===== src/rtl/if_stage_pkg.sv =====
// if_stage_pkg: shared widths, parameter defaults, the NOP encoding and the
// return-stack operation decode used by the fetch stage.
`ifndef INSTRUCTION_LEN
`define INSTRUCTION_LEN 32
`endif
`ifndef WORD_LEN
`define WORD_LEN 16
`endif

package if_stage_pkg;
    localparam int INSTR_LEN = `INSTRUCTION_LEN;
    localparam int PC_LEN_DEF = 12;
    localparam int STACK_DEPTH_DEF = 8;
    localparam logic [INSTR_LEN-1:0] NOP = '0;

    typedef enum logic [1:0] {OP_NONE, OP_PUSH, OP_POP, OP_SWAP} stack_op_e;

    // A push+pop pair on an empty stack leaves it empty; the pushed value is forwarded instead.
    function automatic stack_op_e stack_op(input logic push, input logic pop,
                                           input logic full, input logic empty);
        return (push && pop) ? (empty ? OP_NONE : OP_SWAP) :
               push ? (full ? OP_NONE : OP_PUSH) :
               (pop && !empty) ? OP_POP : OP_NONE;
    endfunction
endpackage


===== src/rtl/if_stage_return_stack.sv =====
// return_stack: return-address LIFO; top is the most recent entry,
// push+pop replaces the top in place, full pushes and empty pops are dropped.
module return_stack
    import if_stage_pkg::*;
#(
    parameter int WIDTH = PC_LEN_DEF,
    parameter int DEPTH = STACK_DEPTH_DEF
) (
    input  logic             clk,
    input  logic             rst,
    input  logic             push,
    input  logic             pop,
    input  logic [WIDTH-1:0] push_data,
    output logic [WIDTH-1:0] top,
    output logic             full,
    output logic             empty
);
    localparam int AW = $clog2(DEPTH);

    logic [WIDTH-1:0] mem [DEPTH];
    logic [AW:0]      sp;
    logic [AW-1:0]    top_idx;
    stack_op_e        op;

    assign full    = sp == (AW+1)'(DEPTH);
    assign empty   = sp == '0;
    assign top_idx = AW'(sp - 1'b1);
    assign top     = mem[top_idx];
    assign op      = stack_op(push, pop, full, empty);

    always_ff @(posedge clk) begin
        if (rst)
            sp <= '0;
        else if (op == OP_PUSH)
            sp <= sp + 1'b1;
        else if (op == OP_POP)
            sp <= sp - 1'b1;
    end

    always_ff @(posedge clk) begin
        if (!rst && op == OP_PUSH)
            mem[AW'(sp)] <= push_data;
        else if (!rst && op == OP_SWAP)
            mem[top_idx] <= push_data;
    end
endmodule


===== src/rtl/if_stage.sv =====
// if_stage: PC register, return-address stack and IF/ID pipeline register.
// Define IF_STACK_CHECK_EN to get sticky stack_overflow/stack_underflow flags.
module if_stage
    import if_stage_pkg::*;
#(
    parameter int PC_LEN      = PC_LEN_DEF,
    parameter int STACK_DEPTH = STACK_DEPTH_DEF
) (
    input  logic                 clk,
    input  logic                 rst,
    input  logic                 stall,
    input  logic                 flush,
    input  logic                 redirect_en,
    input  logic [PC_LEN-1:0]    redirect_pc,
    input  logic                 push_en,
    input  logic [PC_LEN-1:0]    push_pc,
    input  logic                 pop_en,
    output logic [PC_LEN-1:0]    imem_addr,
    input  logic [INSTR_LEN-1:0] imem_data,
    output logic [INSTR_LEN-1:0] PR1_instruction,
    output logic [PC_LEN-1:0]    PR1_pc,
    output logic                 PR1_valid,
    output logic                 stack_overflow,
    output logic                 stack_underflow
);
    logic [PC_LEN-1:0] pc, pc_inc, pc_next, stk_top, pop_pc;
    logic              stk_full, stk_empty, pop_valid;

    return_stack #(.WIDTH(PC_LEN), .DEPTH(STACK_DEPTH)) u_stack (
        .clk       (clk),
        .rst       (rst),
        .push      (push_en),
        .pop       (pop_en),
        .push_data (push_pc),
        .top       (stk_top),
        .full      (stk_full),
        .empty     (stk_empty)
    );

    assign imem_addr = pc;
    assign pc_inc    = pc + 1'b1;
    assign pop_valid = pop_en && (push_en || !stk_empty);
    assign pop_pc    = stk_empty ? push_pc : stk_top;

    always_comb
        pc_next = pop_valid ? pop_pc : redirect_en ? redirect_pc : stall ? pc : pc_inc;

    always_ff @(posedge clk) begin
        if (rst)
            pc <= '0;
        else
            pc <= pc_next;
    end

    always_ff @(posedge clk) begin
        if (rst || flush) begin
            PR1_instruction <= NOP;
            PR1_pc          <= '0;
            PR1_valid       <= 1'b0;
        end else if (!stall) begin
            PR1_instruction <= imem_data;
            PR1_pc          <= pc_inc;
            PR1_valid       <= 1'b1;
        end
    end

`ifdef IF_STACK_CHECK_EN
    logic ovf_q, unf_q;

    always_ff @(posedge clk) begin
        if (rst) begin
            ovf_q <= 1'b0;
            unf_q <= 1'b0;
        end else begin
            if (push_en && !pop_en && stk_full)
                ovf_q <= 1'b1;
            if (pop_en && !push_en && stk_empty)
                unf_q <= 1'b1;
        end
    end

    assign stack_overflow  = ovf_q;
    assign stack_underflow = unf_q;
`else
    logic unused_full;
    assign unused_full     = stk_full;
    assign stack_overflow  = 1'b0;
    assign stack_underflow = 1'b0;
`endif
endmodule


===== config.mk =====
export PLATFORM = sky130hd
export DESIGN_NAME = if_stage
export DESIGN_NICKNAME = d
export VERILOG_FILES = /design/src/rtl/if_stage_pkg.sv /design/src/rtl/if_stage_return_stack.sv /design/src/rtl/if_stage.sv
export SDC_FILE = /design/constraint.sdc
export NUM_CORES = 1
export LEC_CHECK = 0
export CELL_PAD_IN_SITES_DETAIL_PLACEMENT = 2
export CELL_PAD_IN_SITES_GLOBAL_PLACEMENT = 2
export CORE_MARGIN = 5
export CORE_UTILIZATION = 35
export CTS_CLUSTER_DIAMETER = 200
export DETAILED_ROUTE_END_ITERATION = 10
export PLACE_DENSITY_LB_ADDON = 0.1
export SLEW_MARGIN = 20
export SYNTH_ARGS = -nofsm -noshare
export SYNTH_HDL_FRONTEND = slang
export SYNTH_SLANG_ARGS = --single-unit
export TNS_END_PERCENT = 50

===== constraint.sdc =====
create_clock -name clk -period 4.1 [get_ports clk]
set_clock_uncertainty 0.05 [all_clocks]
set_input_delay 0.82 -clock clk [delete_from_list [all_inputs] [get_ports clk]]
set_output_delay 0.82 -clock clk [all_outputs]
set_load 0.02 [all_outputs]

==> impl_metrics.csv <==
group,metric,value,unit
cells_and_area,fill_cells,1909,
clocking,ctsHoldBuffers,0,
global_routing,grt_pass1_wl,32600,um
cells_and_area,area_delta_synth_final,31.9,%
global_routing,grt_max_degree,43,
cells_and_area,multi_input_area,2480,sq um
routing,first_pass_iters,4,
timing,min_period,3.36,ns
timing,finalSetupViolCount,0,
setup_path,crit_arrival,3.43,ns
synth,synth_top_area_share,42.5,%
clocking,clk_pin_slew,0.06,ns
routing,totalWireLength,21000,um
flow_run,drv_cap,0,
synth,synth_commonest_cells,"edfxtp_1 (96), mux2i_1 (65), nor2_1 (64)",
timing,drv_slew,0,
clocking,cts_buffers,17,
routing,drc,0,
placed_design,io_buffers,119,
floorplanning,die_area,22300,sq um
pwr,power_frac_seq,34.5,%
cells_and_area,fin_area,8950,sq um
floorplanning,initial_core_util,35.2,%
pwr,p_switching,0.00198,W
setup_path,r2r-end,"u_stack.mem[3][5]",
min_path,hp-class,"flop to flop",
min_path,holdCritStartpoint,"PR1_valid",
pwr,p_clk_share,29.8,%
placed_design,dp_cells,904,
clocking,cts_tree,"yes",
synth,seq_area_frac_synth,60.5,%
setup_path,r2r-start,"u_stack.sp[1]",
routing,first_iter_violations,282,
min_path,holdPathEnd,"PR1_valid",
synth,ys_types,59,
setup_path,cp.required,4.17,ns
min_path,whs_path_depth,1,
cells_and_area,stdcell_count,936,
synth,async_reset_ff_share,0,%
timing,worstMarginPinSlew,0.840,ns
setup_path,ff2ff_path_depth,12,
cells_and_area,seq_area,4100,sq um
clocking,cts_sinks,157,
setup_path,crit_fanout,15,
routing,vias_per_cell,5.21,
clocking,h-tree-depth,4,
synth,synthTopCellsByArea,"edfxtp_1 (42%), dfxtp_1 (18%), mux2i_1 (9.6%)",
pwr,internal_power,0.00368,W
timing,final.period_utilization,81.9,%
timing,layout_setup_ws,0.742,ns
setup_path,start_kind,"flop",
pwr,p_sw_share,35.0,%
pwr,peakVddDrop,0.000321,V
synth,synth-seq-cells,157,
pwr,comb_power_share,35.7,%
timing,max_freq,0.298,GHz
cells_and_area,diodes,0,
floorplanning,die_h,149,um
cells_and_area,drive_gt1_share,12.1,%
setup_path,r2r_slack,0.74,ns
global_routing,grt_overflow,0,
synth,netlist_instances,532,
placed_design,post_dp_cell_area,8310,sq um
routing,wire_per_inst,22.4,um
setup_path,crit_path_end_kind,"flop",
clocking,post_cts_buffers,0,
timing,tns,0,ns
floorplanning,core,19300,sq um
placed_design,routabilityCongestion,0.842,
global_routing,grt_pass1_vias,5458,
global_routing,groute.usage.overall,19.4,%
synth,yosysTopAreaCell,"edfxtp_1",
timing,hold_viol,0,
clocking,root_buffer,"clkbuf_16",
floorplanning,ios,122,
placed_design,pre_cts_slack,0.343,ns
pwr,p_leak,3.15,nW
synth,yosys.cell_count.top_type,"edfxtp_1",
routing,ant_nets,0,
global_routing,antenna_found_initial,0,
routing,dr_total_vias,4872,
setup_path,critical_path_class,"flop to flop",
cells_and_area,fin_nets,726,
timing,slew-limit-headroom,44.0,%
synth,synth_ff_type,"edfxtp_1",
placed_design,dp_hpwl,15100,um
floorplanning,rows,51,
clocking,clock_path_buffers,2,
timing,rsz0062_at_grt,"false",
clocking,clk_latency,0.43,ns
status,outcome,"finished clean",
setup_path,cp-startpoint,"u_stack.sp[1]",
synth,syn_avg_cell_area,12.8,sq um
synth,yosysWarnings,0,
synth,synth_edf_count,96,
floorplanning,fp.dieW,149,um
synth,synth_area,6790,sq um
clocking,cts_resized,0,
pwr,power_density,631,nW/um^2
-- cells by family after synthesis --
| family | count (synthesis) | synth area share [%] |
|---|---|---|
| xor gates and xnor gates | 21 | 2.99 |
| muxes | 79 | 13.9 |
| DFF | 157 | 60.5 |
| and+or+nand+nor | 156 | 11.1 |
| adders and majority gates | 5 | 0.922 |
| AOI/OAI and AO/OA | 68 | 7.54 |
| other | 1 | 0.0553 |
| buffers and inverters | 45 | 3.02 |
-- critical path, cell delays in order (launching register included) --
cell,delay (ns)
dfxtp_1,0.42
inv_1,0.11
ha_1,0.22
nor3b_2,0.16
buf_4,0.22
nor2_1,0.21
inv_1,0.08
ha_1,0.28
nor3b_1,0.48
mux2i_1,0.31
nand2_1,0.12
nor2_1,0.13
buf_4,0.25
-- how the worst max path moves through the flow --
stage                              endpoint  slack [ns]  cells after the start
final                     u_stack.mem[3][5]        0.74                     12
after CTS                 u_stack.mem[3][5]        0.73                     12
after detailed placement  u_stack.mem[3][5]        0.34                      9
after floorplan           u_stack.mem[6][0]        0.82                     11
after global routing      u_stack.mem[4][8]        0.54                     12
after global placement    u_stack.mem[6][2]        0.52                      9
-- layout make-up --
| class | instances | share of cell area, % |
|---|---|---|
| inverters | 10 | 0.419 |
| flip-flops and latches | 157 | 45.8 |
| clock inverters | 7 | 0.615 |
| well taps | 265 | 3.70 |
| repair buffers | 141 | 15.1 |
| multi-input cells | 331 | 27.7 |
| clock buffers | 25 | 6.62 |
-- power by group through the flow --
| stage | Sequential (W) | Combinational, W | Clock [W] |
|---|---|---|---|
| global route | 0.00197 | 0.00217 | 0.00180 |
| global placement | 0.00198 | 0.00195 | 0 |
| CTS | 0.00195 | 0.00203 | 0.00172 |
| finish | 0.00195 | 0.00202 | 0.00168 |
| floorplan | 0.00199 | 0.00128 | 0 |
| detailed placement | 0.00199 | 0.00201 | 0 |
-- placed cells by master (no fill, tap or decap), drive strengths merged, types with 3 or more instances in the layout --
master / Yosys / final
a221oi: 5 / 5
clkdlybuf4s50: 0 / 118
clkinv: 2 / 4
a211oi: 3 / 3
nor3b: 3 / 3
a21oi: 15 / 15
o21a: 3 / 3
dfxtp: 61 / 61
o2111ai: 3 / 3
inv: 8 / 12
nor3: 9 / 9
o31a: 3 / 3
mux2i: 65 / 65
o311ai: 4 / 4
nand2: 22 / 22
xor2: 8 / 8
nor2: 64 / 64
nand4: 6 / 6
mux4: 12 / 12
buf: 18 / 23
edfxtp: 96 / 96
ha: 5 / 5
nand2b: 5 / 5
a311oi: 9 / 9
o21ai: 8 / 8
nand3: 28 / 28
clkbuf: 17 / 25
xnor2: 13 / 13
nor4: 3 / 3
a31o: 6 / 6
-- layer usage --
| layer | track usage, % | routed length, um | up-vias |
|---|---|---|---|
| li1 | - | - | 2251 |
| met1 | 24.2 | 8930 | 2470 |
| met2 | 33.5 | 10700 | 127 |
| met3 | 4.16 | 991 | 24 |
| met4 | 6.64 | 415 | 0 |
| met5 | 0 | 0 | - |
-- registers in the layout, indices dropped and copies added (netlist names) --
signal / count
u_stack.mem: 96
PR1_instruction: 32
PR1_pc: 12
imem_addr: 12
u_stack.sp: 4
PR1_valid: 1
-- through the flow --
stage,util [%],power (W),hold slack (ns)
4_1_cts,46.5,0.00571,0.418
3_5_place_dp,43.1,0.00400,0.405
5_1_grt,46.5,0.00594,0.440
3_3_place_gp,43.1,0.00393,0.387
6_report,46.5,0.00565,0.407
2_1_floorplan,-,0.00328,0.487
No activity file was read; power rests on OpenSTA's default activity.
==> variant 1, RTL diff (config.mk and constraints unchanged) <==
Build with the macro `IF_STACK_CHECK_EN` defined.
--- a/src/rtl/if_stage.sv
+++ b/src/rtl/if_stage.sv
@@ -1,5 +1,7 @@
 // if_stage: PC register, return-address stack and IF/ID pipeline register.
 // Define IF_STACK_CHECK_EN to get sticky stack_overflow/stack_underflow flags.
+`define IF_STACK_CHECK_EN
+
 module if_stage
     import if_stage_pkg::*;
 #(
Function: changed (Yosys sat finds a counterexample within 4 cycles, from zero or initial values and one cycle with rst high).
==> variant 1 against the unedited design <==
Worst setup slack gained 0.041 ns; synthesized area down 0.33%; combinational power fell by 13%; sequential cell count is 2 higher; non-clock buffer count decreased by 3; fmax is 1.2% higher; via count decreased by 4.6%; global-route usage is 1.1 points lower; hold slack improved by 0.0076 ns; power shrank 7.1%; synthesized cell count decreased by 2.3%; routed wire length down 4.9%; final area down 1.4%; largest cell class unchanged.
==> variant 1: results (changes against the unedited design) <==
| Metric | Value |
|---|---|
| Status | completed (unchanged) |
| Inverters | 8 (was 10) |
| DRT met1 WL | 9080 um (was 8930 um) |
| Leakage Power | 3.06 nW (was 3.15 nW) |
| Sequential cell count | 159 (was 157) |
| Clock Buffer Count | 18 (was 25) |
| Final nets | 710 (was 726) |
| Final non-clock buffer share | 0.151 (about the same) |
| Crit-path max cell delay | 0.52 ns (was 0.48 ns) |
| DR iter-0 viols | 243 (was 282) |
| Met3 wire len | 907 um (was 991 um) |
| Comb_multi_in | 318 (was 331) |
| Vias in the first global route | 5139 (was 5458) |
| Endpoint of the worst hold path | PR1_pc[7] (was PR1_valid) |
| Layout cells sized above 1 | 0.125 (was 0.121) |
| Via count | 4648 (was 4872) |
| Sequential standard cell area | 0.00415 mm^2 (was 0.00410 mm^2) |
| Synth top cells by count | edfxtp_1, nor2_1, dfxtp_1, mux2i_1, nand2_1 (was edfxtp_1, mux2i_1, nor2_1, dfxtp_1, nand3_1) |
| GRT met1 Usage | 0.240 (was 0.242) |
| Metal2 WL | 9710 um (was 10700 um) |
| Yosys cell types | 61 (was 59) |
| Reg2reg end | u_stack.mem[1][6] (was u_stack.mem[3][5]) |
| Bufs w/o clock | 138 (was 141) |
| Crit path capture | u_stack.mem[6][9] (was u_stack.mem[3][5]) |
| Pint | 3.47 mW (was 3.68 mW) |
| Placed insts | 883 (was 904) |
| Filler cell count | 1864 (was 1909) |
| # Post-CTS Setup Buffers | 0 (unchanged) |
| VDD IR max | 324 uV (was 321 uV) |
| Least-Margin Pin Slew | 0.860 ns (was 0.840 ns) |
| Crit path arrival time | 3.38 ns (was 3.43 ns) |
| Hold path depth | 2 (was 1) |
| Largest regs | u_stack.mem: 96 flops, PR1_instruction: 32 flops (unchanged) |
| Reg-to-Reg Start | u_stack.sp[1] (unchanged) |
| Reg2Reg Depth | 11 (was 12) |
| CP Launch Point | pop_en (was u_stack.sp[1]) |
| Multi-input logic area | 0.00243 mm^2 (was 0.00248 mm^2) |
| Final Non-Filler Cells | 915 (was 936) |
| Worst hold path startpoint | PR1_pc[7] (was PR1_valid) |
| Worst R2R Setup Slack | 0.89 ns (was 0.74 ns) |
| Area contributors post-synth | edfxtp_1, dfxtp_1, mux4_2, mux2i_1, nor2_1 (was edfxtp_1, dfxtp_1, mux2i_1, mux4_2, nor2_1) |
| Buffers on Ports | 121 (was 119) |
| Routability Congestion | 0.769 (was 0.842) |
| Cells after Synth | 520 (was 532) |
| CP max FO | 12 (was 15) |
| GR Util met2 | 0.306 (was 0.335) |
| Register area share after synthesis | 0.613 (was 0.605) |
| CP max stage cell | clkdlybuf4s50_1 (was nor3b_1) |
| Critical path's top delay family | buffers and inverters (was simple AND/OR/NAND/NOR gates) |
| Total GRT Usage | 0.183 (was 0.194) |
-- variant 1: cells by family (layout without fill, tap and decap cells) --
family	count (synthesis)	count (layout)	share of synthesized area
AND/OR/NAND/NOR	162	162	0.111
flip-flops	159	159	0.613
multiplexers	67	67	0.144
AO/OA/AOI/OAI	65	65	0.0703
buffers and inverters	43	178	0.0277
XOR/XNOR	19	19	0.0246
adder cells (fa/ha/maj)	5	5	0.00925
-- variant 1: metrics by stage --
stage	utilization	total power [mW]	worst slack (ns)	hold slack (ns)	cell area, um^2
2_1_floorplan	-	3.17	0.399	0.475	6760
3_3_place_gp	0.438	3.72	0.446	0.385	8270
3_5_place_dp	0.438	3.78	0.355	0.408	8270
4_1_cts	0.467	5.33	0.790	0.418	8830
5_1_grt	0.467	5.55	0.582	0.438	8830
6_report	0.467	5.25	0.783	0.414	8830
==> variant 2, RTL diff (config.mk and constraints unchanged) <==
Without the edit above. `INSTRUCTION_LEN`: 32 -> 16.
--- a/src/rtl/if_stage_pkg.sv
+++ b/src/rtl/if_stage_pkg.sv
@@ -1,7 +1,7 @@
 // if_stage_pkg: shared widths, parameter defaults, the NOP encoding and the
 // return-stack operation decode used by the fetch stage.
 `ifndef INSTRUCTION_LEN
-`define INSTRUCTION_LEN 32
+`define INSTRUCTION_LEN 16
 `endif
 `ifndef WORD_LEN
 `define WORD_LEN 16
Interface: changed (resized PR1_instruction and imem_data); port bits go from 122 to 90. The function was not compared with the original's and may differ.
==> variant 2 against the unedited design <==
Final area is 13% lower; routed wire length is 22% lower; critical path depth stayed put; worst setup slack worse by 0.32 ns; synthesized area is 10% lower; power is 11% lower; sequential cell count is 16 lower; global-route usage is 2.8 points lower.
==> variant 2: results (changes against the unedited design) <==
| Metric | Value |
|---|---|
| GRT met1 Usage | 0.213 (was 0.242) |
| VDD IR max | 324 uV (was 321 uV) |
| Pin count of the biggest net entering global routing | 34 (was 43) |
| Mux share of post-synthesis cell area | 0.155 (was 0.139) |
| GR Util met2 | 0.287 (was 0.335) |
| Worst R2R Setup Slack | 0.42 ns (was 0.74 ns) |
| Yosys cell types | 55 (was 59) |
| Met3 GRT Util | 0.0323 (was 0.0416) |
| CTS Root Cell | clkbuf_16 (unchanged) |
| Leakage Power | 2.77 nW (was 3.15 nW) |
| ANT cells | 0 (unchanged) |
| Total GRT Usage | 0.167 (was 0.194) |
| Post-Route WL | 16300 um (was 21000 um) |
| Normalized max-slew margin | 0.565 (was 0.440) |
| Avg Cell Area, Syn | 14.1 um^2 (was 12.8 um^2) |
| Post-synth ARST share | 0 (unchanged) |
| DRT Pass-1 Iters | 6 (was 4) |
| Xor and xnor area share after synthesis | 0.0347 (was 0.0299) |
| Via count | 3868 (was 4872) |
| Initial antenna violation count | 0 (unchanged) |
| Crit path arrival time | 3.75 ns (was 3.43 ns) |
| Filler cell count | 1687 (was 1909) |
| Ys Warns | 0 (unchanged) |
| Synth top cells by count | edfxtp_1, nor2_1, dfxtp_1, mux2i_1, a21oi_1 (was edfxtp_1, mux2i_1, nor2_1, dfxtp_1, nand3_1) |
| CP max FO | 8 (was 15) |
| Layout cells sized above 1 | 0.145 (was 0.121) |
| Placed inst area | 0.00720 mm^2 (was 0.00831 mm^2) |
| Final Non-Filler Cells | 770 (was 936) |
| Cts bufs inserted | 17 (unchanged) |
| Reg2reg end | u_stack.mem[6][0] (was u_stack.mem[3][5]) |
| Clk slew on worst S/H paths | 0.06 ns (about the same) |
| Area contributors post-synth | edfxtp_1, dfxtp_1, mux4_2, mux2i_1, nor2_1 (was edfxtp_1, dfxtp_1, mux2i_1, mux4_2, nor2_1) |
| # setup viols final | 0 (unchanged) |
| Final nets | 584 (was 726) |
| Register area share after synthesis | 0.620 (was 0.605) |
| Compound-Gate Fraction of Synth Area | 0.0574 (was 0.0754) |
| Later-pin clock latency in the skew report | 0.42 ns |
| CP Launch Point | u_stack.sp[0] (was u_stack.sp[1]) |
| Post-DP HPWL | 12000 um (was 15100 um) |
| Vias in the first global route | 4298 (was 5458) |
| Hold path depth | 2 (was 1) |
| Buffers on Ports | 87 (was 119) |
| DR iter-0 viols | 155 (was 282) |
| Largest regs | u_stack.mem: 96 flops, PR1_instruction: 16 flops (was u_stack.mem: 96 flops, PR1_instruction: 32 flops) |
| Synth Area in Adders | 0.0103 (was 0.00922) |
| Top_reg_cell synth | edfxtp_1 (unchanged) |
| First-pass GRT wire length | 25200 um (was 32600 um) |
| Status | completed (unchanged) |
| WS Path Type | reg2reg (unchanged) |
| Routability Congestion | 0.732 (was 0.842) |
| Placed insts | 738 (was 904) |
-- variant 2: cell count changes in the layout (fill, tap and decap cells not counted), moves of 5 or more --
cell / delta
clkdlybuf4s50_1: -32
mux2i_1: -32
nand3_1: -23
dfxtp_1: -16
nand2_1: -9
a311oi_1: -8
mux4_1: +8
clkbuf_16: -6
a21oi_1: +5
a31o_2: -5
buf_4: -5
nand4_1: -5
xor2_1: +5
-- variant 2: how the worst min path moves through the flow --
stage / start / endpoint / slack [ns]
finish: PR1_valid / PR1_valid / 0.40
global route: PR1_valid / PR1_valid / 0.43
CTS: PR1_valid / PR1_valid / 0.41
detailed placement: PR1_valid / PR1_valid / 0.40
global placement: PR1_valid / PR1_valid / 0.39
floorplan: PR1_valid / PR1_valid / 0.48
-- variant 2: final cells by class --
type                       instances  area (um^2)  area share
sequential                       141         3780       0.486
multi-input combinational        257         2100       0.270
timing repair buffer             104          993       0.128
clock buffer                      17          425      0.0546
tap                              225          282      0.0361
clock inverter                    15          161      0.0207
inverter                          11         41.3     0.00530
-- variant 2: through the flow --
stage	hold slack [ns]	worst slack (ns)
3_5_place_dp	0.396	0.123
3_3_place_gp	0.385	0.245
6_report	0.399	0.418
2_1_floorplan	0.476	0.377
5_1_grt	0.432	0.205
4_1_cts	0.405	0.401
-- variant 2: cell families after synthesis --
| kind of cell | after synthesis |
|---|---|
| mux | 61 |
| other cells | 1 |
| compound gates | 52 |
| xor+xnor | 22 |
| simple gates | 115 |
| flops | 141 |
| fa+ha+maj | 5 |
| buf+inv | 35 |
-- variant 2: power breakdown --
group | leakage, nW | total, mW | switching (mW) | internal [mW]
logic | 1.25 | 1.72 | 0.910 | 0.814
registers | 1.23 | 1.76 | 0.113 | 1.65
clock network | 0.286 | 1.52 | 0.613 | 0.906
total | 2.77 | 5.01 | 1.63 | 3.37
-- variant 2: per-layer routing --
layer,wire length (um),vias up
met5,0,-
met1,6990,1928
met3,811,14
met2,8310,112
met4,174,0
li1,-,1814
-- variant 2: critical path, stage by stage (launching register included) --
cell	delay, ns
dfxtp_1	0.32
inv_2	0.14
ha_1	0.34
or2b_2	0.34
o21ai_0	0.33
inv_1	0.11
ha_1	0.30
nor3b_1	0.46
and2_2	0.27
xor2_1	0.20
nand2_1	0.11
nor2_1	0.20
buf_4	0.22
